## config.mk

```make
export PLATFORM = sky130hd
export DESIGN_NAME = decode_stage
export DESIGN_NICKNAME = d
export VERILOG_FILES = /design/src/rtl/decode_stage.sv
export SDC_FILE = /design/constraint.sdc
export NUM_CORES = 1
export LEC_CHECK = 0
export BUFFER_PORTS_ARGS = -buffer_cell sky130_fd_sc_hd__buf_2
export CAP_MARGIN = 20
export CORE_AREA = 3 3 128 130
export DETAILED_ROUTE_END_ITERATION = 10
export DIE_AREA = 0 0 131 133
export MAX_ROUTING_LAYER = met4
export PLACE_DENSITY = 0.77
export SKIP_LAST_GASP = 1
export SYNTH_ARGS = -nofsm -noshare
export SYNTH_HDL_FRONTEND = slang
export SYNTH_SLANG_ARGS = --single-unit
```

## constraint.sdc

```tcl
create_clock -name i_clk -period 3.9 [get_ports i_clk]
set_input_delay 0.585 -clock i_clk [delete_from_list [all_inputs] [get_ports i_clk]]
set_output_delay 0.585 -clock i_clk [all_outputs]
set_load 0.02 [all_outputs]
```

## src/rtl/decode_stage.sv

```systemverilog
// ---------------------------------------------------------------------------
// decode_stage
//   RV32I decode pipeline stage with a single-entry output register and a
//   valid/ready handshake on both sides. Register file reads happen in the
//   same cycle the instruction is presented. Operands are taken from the
//   writeback port when it targets the same source register, so a value
//   being written this cycle is not missed.
//
// Ports
//   i_clk, i_rst                  clock, synchronous active-high reset
//   i_in_valid / o_in_ready       upstream (fetch) handshake
//   i_in_instr, i_in_pc           instruction word and its PC
//   o_rf_read_address1/2          register file read indices (rs1/rs2)
//   i_rf_read_data1/2             register file read data (combinational)
//   i_wb_address/data/enable      writeback port, used for operand bypass
//   i_flush                       discard held and incoming instruction
//   o_out_valid / i_out_ready     downstream handshake
//   o_out_*                       registered decoded fields
// ---------------------------------------------------------------------------
module decode_stage (
  input  logic        i_clk,
  input  logic        i_rst,
  input  logic        i_in_valid,
  output logic        o_in_ready,
  input  logic [31:0] i_in_instr,
  input  logic [31:0] i_in_pc,
  output logic [4:0]  o_rf_read_address1,
  output logic [4:0]  o_rf_read_address2,
  input  logic [31:0] i_rf_read_data1,
  input  logic [31:0] i_rf_read_data2,
  input  logic [4:0]  i_wb_address,
  input  logic [31:0] i_wb_data,
  input  logic        i_wb_enable,
  input  logic        i_flush,
  output logic        o_out_valid,
  input  logic        i_out_ready,
  output logic [31:0] o_out_pc,
  output logic [31:0] o_out_rs1_value,
  output logic [31:0] o_out_rs2_value,
  output logic [31:0] o_out_imm,
  output logic [4:0]  o_out_rd,
  output logic [6:0]  o_out_opcode,
  output logic [2:0]  o_out_funct3,
  output logic [6:0]  o_out_funct7,
  output logic        o_out_illegal
);

  typedef enum logic {
    EMPTY = 1'b0,
    FULL  = 1'b1
  } stateT;

  localparam logic [6:0] OP_LOAD   = 7'h03;
  localparam logic [6:0] OP_IMM    = 7'h13;
  localparam logic [6:0] OP_JALR   = 7'h67;
  localparam logic [6:0] OP_SYSTEM = 7'h73;
  localparam logic [6:0] OP_STORE  = 7'h23;
  localparam logic [6:0] OP_BRANCH = 7'h63;
  localparam logic [6:0] OP_LUI    = 7'h37;
  localparam logic [6:0] OP_AUIPC  = 7'h17;
  localparam logic [6:0] OP_JAL    = 7'h6F;
  localparam logic [6:0] OP_REG    = 7'h33;
  localparam logic [6:0] OP_FENCE  = 7'h0F;

  stateT       r_state;
  stateT       w_nextState;
  logic        w_accept;
  logic [6:0]  w_opcode;
  logic [4:0]  w_rs1;
  logic [4:0]  w_rs2;
  logic [31:0] w_imm;
  logic        w_illegal;
  logic [31:0] w_rs1Value;
  logic [31:0] w_rs2Value;

  // Source indices go straight to the register file regardless of valid,
  // so the read data is ready by the time the instruction is accepted.
  assign w_opcode           = i_in_instr[6:0];
  assign w_rs1              = i_in_instr[19:15];
  assign w_rs2              = i_in_instr[24:20];
  assign o_rf_read_address1 = w_rs1;
  assign o_rf_read_address2 = w_rs2;

  assign o_out_valid = (r_state == FULL);
  assign o_in_ready  = !o_out_valid || i_out_ready;
  // A handshake during flush still completes upstream, but the word is dropped.
  assign w_accept    = i_in_valid && o_in_ready && !i_flush;

  // Operand selection: x0 always reads zero, and a writeback to x0 must
  // never be forwarded; otherwise a same-cycle write wins over the stale
  // register file value.
  function automatic logic [31:0] selectOperand(input logic [4:0]  index,
                                                input logic [31:0] rfData,
                                                input logic        wbEnable,
                                                input logic [4:0]  wbAddress,
                                                input logic [31:0] wbData);
    if (index == 5'd0)
      return 32'd0;
    else if (wbEnable && (wbAddress == index))
      return wbData;
    else
      return rfData;
  endfunction

  assign w_rs1Value = selectOperand(w_rs1, i_rf_read_data1, i_wb_enable, i_wb_address, i_wb_data);
  assign w_rs2Value = selectOperand(w_rs2, i_rf_read_data2, i_wb_enable, i_wb_address, i_wb_data);

  // Immediate reconstruction per instruction format. Anything that carries
  // no immediate (R-type, fence) or is not recognised yields zero; the
  // illegal flag is raised for unrecognised opcodes or a compressed-style
  // low bit pair.
  always_comb begin
    w_imm     = 32'd0;
    w_illegal = 1'b0;
    if (i_in_instr[1:0] != 2'b11)
      w_illegal = 1'b1;
    case (w_opcode)
      OP_LOAD, OP_IMM, OP_JALR, OP_SYSTEM:
        w_imm = {{20{i_in_instr[31]}}, i_in_instr[31:20]};
      OP_STORE:
        w_imm = {{20{i_in_instr[31]}}, i_in_instr[31:25], i_in_instr[11:7]};
      OP_BRANCH:
        w_imm = {{19{i_in_instr[31]}}, i_in_instr[31], i_in_instr[7],
                 i_in_instr[30:25], i_in_instr[11:8], 1'b0};
      OP_LUI, OP_AUIPC:
        w_imm = {i_in_instr[31:12], 12'd0};
      OP_JAL:
        w_imm = {{11{i_in_instr[31]}}, i_in_instr[31], i_in_instr[19:12],
                 i_in_instr[20], i_in_instr[30:21], 1'b0};
      OP_REG, OP_FENCE:
        w_imm = 32'd0;
      default:
        w_illegal = 1'b1;
    endcase
  end

  // Occupancy state register; reset empties the stage unconditionally.
  always_ff @(posedge i_clk) begin
    if (i_rst)
      r_state <= EMPTY;
    else
      r_state <= w_nextState;
  end

  // Next occupancy: flush beats everything, a new accept refills, and a
  // downstream take without a refill drains the stage.
  always_comb begin
    w_nextState = r_state;
    if (i_flush)
      w_nextState = EMPTY;
    else if (w_accept)
      w_nextState = FULL;
    else if ((r_state == FULL) && i_out_ready)
      w_nextState = EMPTY;
  end

  // Decoded payload: loads only on accept, otherwise holds so the
  // downstream stage sees stable fields while stalled or after draining.
  always_ff @(posedge i_clk) begin
    if (i_rst) begin
      o_out_pc        <= 32'd0;
      o_out_rs1_value <= 32'd0;
      o_out_rs2_value <= 32'd0;
      o_out_imm       <= 32'd0;
      o_out_rd        <= 5'd0;
      o_out_opcode    <= 7'd0;
      o_out_funct3    <= 3'd0;
      o_out_funct7    <= 7'd0;
      o_out_illegal   <= 1'b0;
    end else if (w_accept) begin
      o_out_pc        <= i_in_pc;
      o_out_rs1_value <= w_rs1Value;
      o_out_rs2_value <= w_rs2Value;
      o_out_imm       <= w_imm;
      o_out_rd        <= i_in_instr[11:7];
      o_out_opcode    <= w_opcode;
      o_out_funct3    <= i_in_instr[14:12];
      o_out_funct7    <= i_in_instr[31:25];
      o_out_illegal   <= w_illegal;
    end
  end

endmodule
```

Yosys cells after proc, flatten, opt, wreduce, memory -nomap -nowiden --
Cells that the tools add are included. W data, S select, Z words.
Cells by class: eq/ne operators 14, muxes and demuxes 9, reductions and logical operators 15
Operators by type and width (number):
- $pmux W32 S5 | 1
- $mux W32 | 4
- $eq A7 B7 Y1 const B | 4
- $eq A7 B6 Y1 const B | 3
- $eq A7 B5 Y1 const B | 2
- $reduce_or A11 Y1 | 1
- $eq A5 B5 Y1 | 2
- $logic_not A5 Y1 | 2
- $eq A7 B2 Y1 const B | 1
- $eq A7 B4 Y1 const B | 1
- $logic_and A1 B1 Y1 | 5
- $mux W1 | 4
- $reduce_or A2 Y1 | 2
- $reduce_or A4 Y1 | 1
- $logic_not A1 Y1 | 2
- $ne A2 B2 Y1 const B | 1
- $reduce_bool A2 Y1 | 1
- $logic_or A1 B1 Y1 | 1
Word-level totals: flip-flop bits (word level) 152, input port bits 171, word-level logic and storage cells 48

Logic depth before layout (Yosys ltp) --
word-level depth 5, mapped depth 8

Worst setup path after synthesis --
No wires, ideal clock.
path type input -> register, start input i_out_ready, end register o_out_imm[21], arrival 1.727 ns, slack 2.051 ns, stages on the path 8, path buffers 2, cell sequence nor2b_4 > inv_2 > nand3b_1 > buf_2 > nor3_4 > nor3b_2 > buf_4 > a221o_1
On the way: longest elaborated chain between the ends 3
Ends and longest elaborated chain:
- from (decl) | line 36 | input logic i_out_ready,
- $logic_or A1 B1 Y1 | line 85 | assign o_in_ready = !o_out_valid || i_out_ready;
- named net o_in_ready | line 24 | output logic o_in_ready,
- $logic_and A1 B1 Y1 (2 in series) | line 87 | assign w_accept = i_in_valid && o_in_ready && !i_flush;
- to (signal assigned) | line 174 | o_out_imm <= w_imm;
- to (decl) | line 40 | output logic [31:0] o_out_imm,
The timed path passes the listed nets, and every way through them passes these cells. A chain may end at the register's enable or synchronous reset.

Worst setup path in the final report --
start input i_in_instr[21], end register o_out_rs2_value[15]
On the way: longest elaborated chain between the ends 4
Ends and longest elaborated chain:
- from (decl) | line 25 | input logic [31:0] i_in_instr,
- $eq A5 B5 Y1 | line 99 | else if (wbEnable && (wbAddress == index))
- $logic_and A1 B1 Y1 | line 99
- $mux W32 | line 99
- $mux W32 (*) | line 97 | if (index == 5'd0)
- to (signal assigned) | line 173 | o_out_rs2_value <= w_rs2Value;
- to (decl) | line 39 | output logic [31:0] o_out_rs2_value,
Mark *: on every way between the ends. The rest lies on a longest branch, timed or not.

==> results.json <==
{
  "cp_top_family": "simple AND/OR/NAND/NOR gates",
  "path_clk_slew_ns": 0.06,
  "critPathCapture": "o_out_rs2_value[15]",
  "intPower_mw": 2.667,
  "path_depth": 6,
  "synth_top_flop_cell": "dfxtp_1",
  "worstPathRequired_ns": 4.18,
  "synth_warnings": 0,
  "place_inst": 1192,
  "switching_power_mw": 0.9794,
  "grt_pass1_vias": 5934,
  "io_buffers": 333,
  "synth_area_leader_cell": "dfxtp_1",
  "swShare_pct": 26.86,
  "grtUsageTotal_pct": 23.06,
  "status": "complete, no violations",
  "cellPowerDensity_nw_per_um2": 428.9,
  "hold_violations": 0,
  "critPathMaxStageDelay_ns": 0.92,
  "clock_skew_ns": 0.006514,
  "vias_per_cell": 5.053,
  "ir_drop_uv": 307.6,
  "synth-simple-area-share_pct": 15.76,
  "start_kind": "input pin",
  "remaining_drc_errors": 0,
  "synth_top_family_by_area": "compound AO/OA/AOI/OAI gates",
  "synthXorXnorAreaFrac_pct": 1.398,
  "numCtsBuffers": 17,
  "synth-compound-area-share_pct": 17.96,
  "crit_chain": "buf_2 -> xor2_1 -> nor4_1 -> and3_2 -> mux2i_1 -> o21ai_0",
  "numClockSinks": 152,
  "power.share.clock_pct": 41.8,
  "r2r_cells": 5,
  "grt_max_degree": 67,
  "hold_ws_ns": 0.3994,
  "final-seq-area_um2": 3043,
  "tightestPinTransition_ns": 1.051,
  "setup_viol": 0,
  "netlist-cell-type-count": 50,
  "h-tree-depth": 4,
  "final_cell_mix": "333 x buf_2, 182 x nand2_1, 152 x dfxtp_1",
  "critPathKind": "in -> reg",
  "cts_hold_buf": 0,
  "period_minus_slack_ns": 2.244,
  "clock.fmax_mhz": 445.6,
  "root_buffer": "clkbuf_16",
  "fillers": 1369,
  "hp-class": "in -> reg",
  "cp-startpoint": "i_in_instr[21]",
  "dr.pass1.iters": 5,
  "netlist_area_um2": 6264,
  "synth_seq_cells": 152,
  "cts-resized-gates": 0,
  "r2r_slack_ns": 1.76,
  "syn_inst": 697,
  "synth.avg_cell_area_um2": 8.986,
  "vias": 6185,
  "max_slew_margin_pct": 29.93,
  "dieHeight_um": 133,
  "die_x_um": 131,
  "drtIter0Drc": 385,
  "r2r_end": "o_out_imm[16]",
  "drive_above_1_share_pct": 39.29,
  "area_delta_synth_final_pct": 35.74,
  "seqPwrFrac_pct": 45.1,
  "cp.arrival_ns": 2.52,
  "grt_setup_unrepaired": "false",
  "stdcell_area_um2": 8502,
  "grt_pass1_wl_um": 30740,
  "fin_crit_sh_pct": 57.54,
  "grt-ovfl-total": 0,
  "synth_edf_count": 0,
  "final_common_cell": "buf_2",
  "layout_setup_ws_ns": 1.656,
  "p_leak_nw": 3.855,
  "rows": 45,
  "synth-adder-area-share_pct": 0,
  "r2r_start": "o_out_valid",
  "pre_cts_slack_ns": 1.281,
  "yosysSeqAreaShare_pct": 48.58,
  "synth_top_area_share_pct": 48.58,
  "async_reset_ff_share_pct": 0,
  "dp_hpwl_um": 15290,
  "p_comb_share_pct": 13.1,
  "insertion_delay_ns": 0.41,
  "multi_input_area_um2": 2878,
  "wirelength_um": 20590,
  "setup_tns_ns": 0,
  "routabilityCongestion": 0.9771,
  "critPathCaptureType": "register",
  "maxCapViolCount": 0,
  "start_util_pct": 41.05,
  "slowest_stage": "and3_2",
  "wl_per_cell_um": 16.82,
  "yosys-top-cells-area": "dfxtp_1 49%, nand2_1 11%, mux2i_1 11%",
  "mappedNetlistNets": 868,
  "slew_violations": 0,
  "cp_max_fo": 32,
  "yosys-mux-area-fraction_pct": 10.55,
  "placedInstanceArea_um2": 7961,
  "hp-start": "i_in_pc[10]",
  "final_cells": 1224,
  "core_area_um2": 15260,
  "num_io_pins": 334,
  "cts_buffer_depth": 2,
  "dieArea_um2": 17420,
  "n_antenna_cell": 0,
  "ant_nets": 0,
  "antenna_found_initial": 0,
  "cts_tree": "done",
  "path_buf_inv": 1,
  "nNetsFinal": 1171,
  "cts_setup_buffers": 0
}
==> Yosys cell counts (5+ instances only) <==
master and instances:
a221o_1 17, a221o_2 6, dfxtp_1 152, buf_4 14
buf_2 9, a21oi_1 59, nand2_1 182, a22oi_1 9
o21ai_0 62, clkbuf_1 22, nor2_1 20, xor2_1 8
buf_6 7, o21ai_1 6, mux2i_1 66, buf_1 5
==> layout make-up <==
type	instances	area share [%]
multi-input cells	481	33.85
inverters	4	0.1766
repair buffers	344	20.72
well taps	211	3.105
flip-flops and latches	152	35.79
clock buffers	20	5.136
clock inverters	12	1.221
==> through the flow <==
stage / util, % / power, mW
detailed placement: 52.18 / 2.158
floorplan: - / 1.940
CTS: 55.72 / 3.680
finish: 55.72 / 3.647
global route: 55.72 / 3.795
global placement: 52.18 / 2.149
==> power by group through the flow <==
| stage | Combinational [mW] | Clock [mW] | Sequential, mW |
|---|---|---|---|
| floorplan | 0.186 | 0 | 1.75 |
| global placement | 0.473 | 0 | 1.68 |
| detailed placement | 0.479 | 0 | 1.68 |
| CTS | 0.481 | 1.55 | 1.65 |
| global route | 0.520 | 1.62 | 1.65 |
| finish | 0.477 | 1.52 | 1.65 |
==> state kept, by name, indices dropped and copies added (netlist names) <==
name	cells
o_out_illegal	1
o_out_rd	5
o_out_valid	1
o_out_funct3	3
o_out_funct7	7
o_out_pc	32
o_out_rs1_value	32
o_out_opcode	7
o_out_imm	32
o_out_rs2_value	32
==> routing by layer <==
layer  part of all wire, %  vias up  GRT usage [%]  wire length, um
met3                   8.0       27          6.581             1655
met2                    50      273          38.71            10270
li1                      -     3016              -                -
met4                   1.9        0          7.771              400
met5                     0        -              -                0
met1                    40     2869          26.08             8263
==> how the worst min path moves through the flow <==
stage	end	cells past startpoint	slack, ns
floorplan	o_out_rs1_value[1]	2	0.53
global placement	o_out_rs2_value[9]	2	0.43
detailed placement	o_out_rs2_value[3]	2	0.44
CTS	o_out_pc[10]	3	0.38
global route	o_out_pc[2]	3	0.39
finish	o_out_pc[10]	3	0.40
==> cells by family (layout without fill, tap and decap cells) <==
logic type / after synthesis / in the layout
AND/OR/NAND/NOR: 229 / 229
AO/OA/AOI/OAI: 176 / 176
flip-flops: 152 / 152
multiplexers: 66 / 66
buffers and inverters: 64 / 380
XOR/XNOR: 10 / 10
==> worst register-to-register path: stages, from the launching register on <==
cell	delay (ns)
dfxtp_1	0.31
nor2b_4	0.14
nor3b_4	0.63
nor2_4	0.23
buf_4	0.31
a221o_2	0.42
No activity file was read; power rests on OpenSTA's default activity.
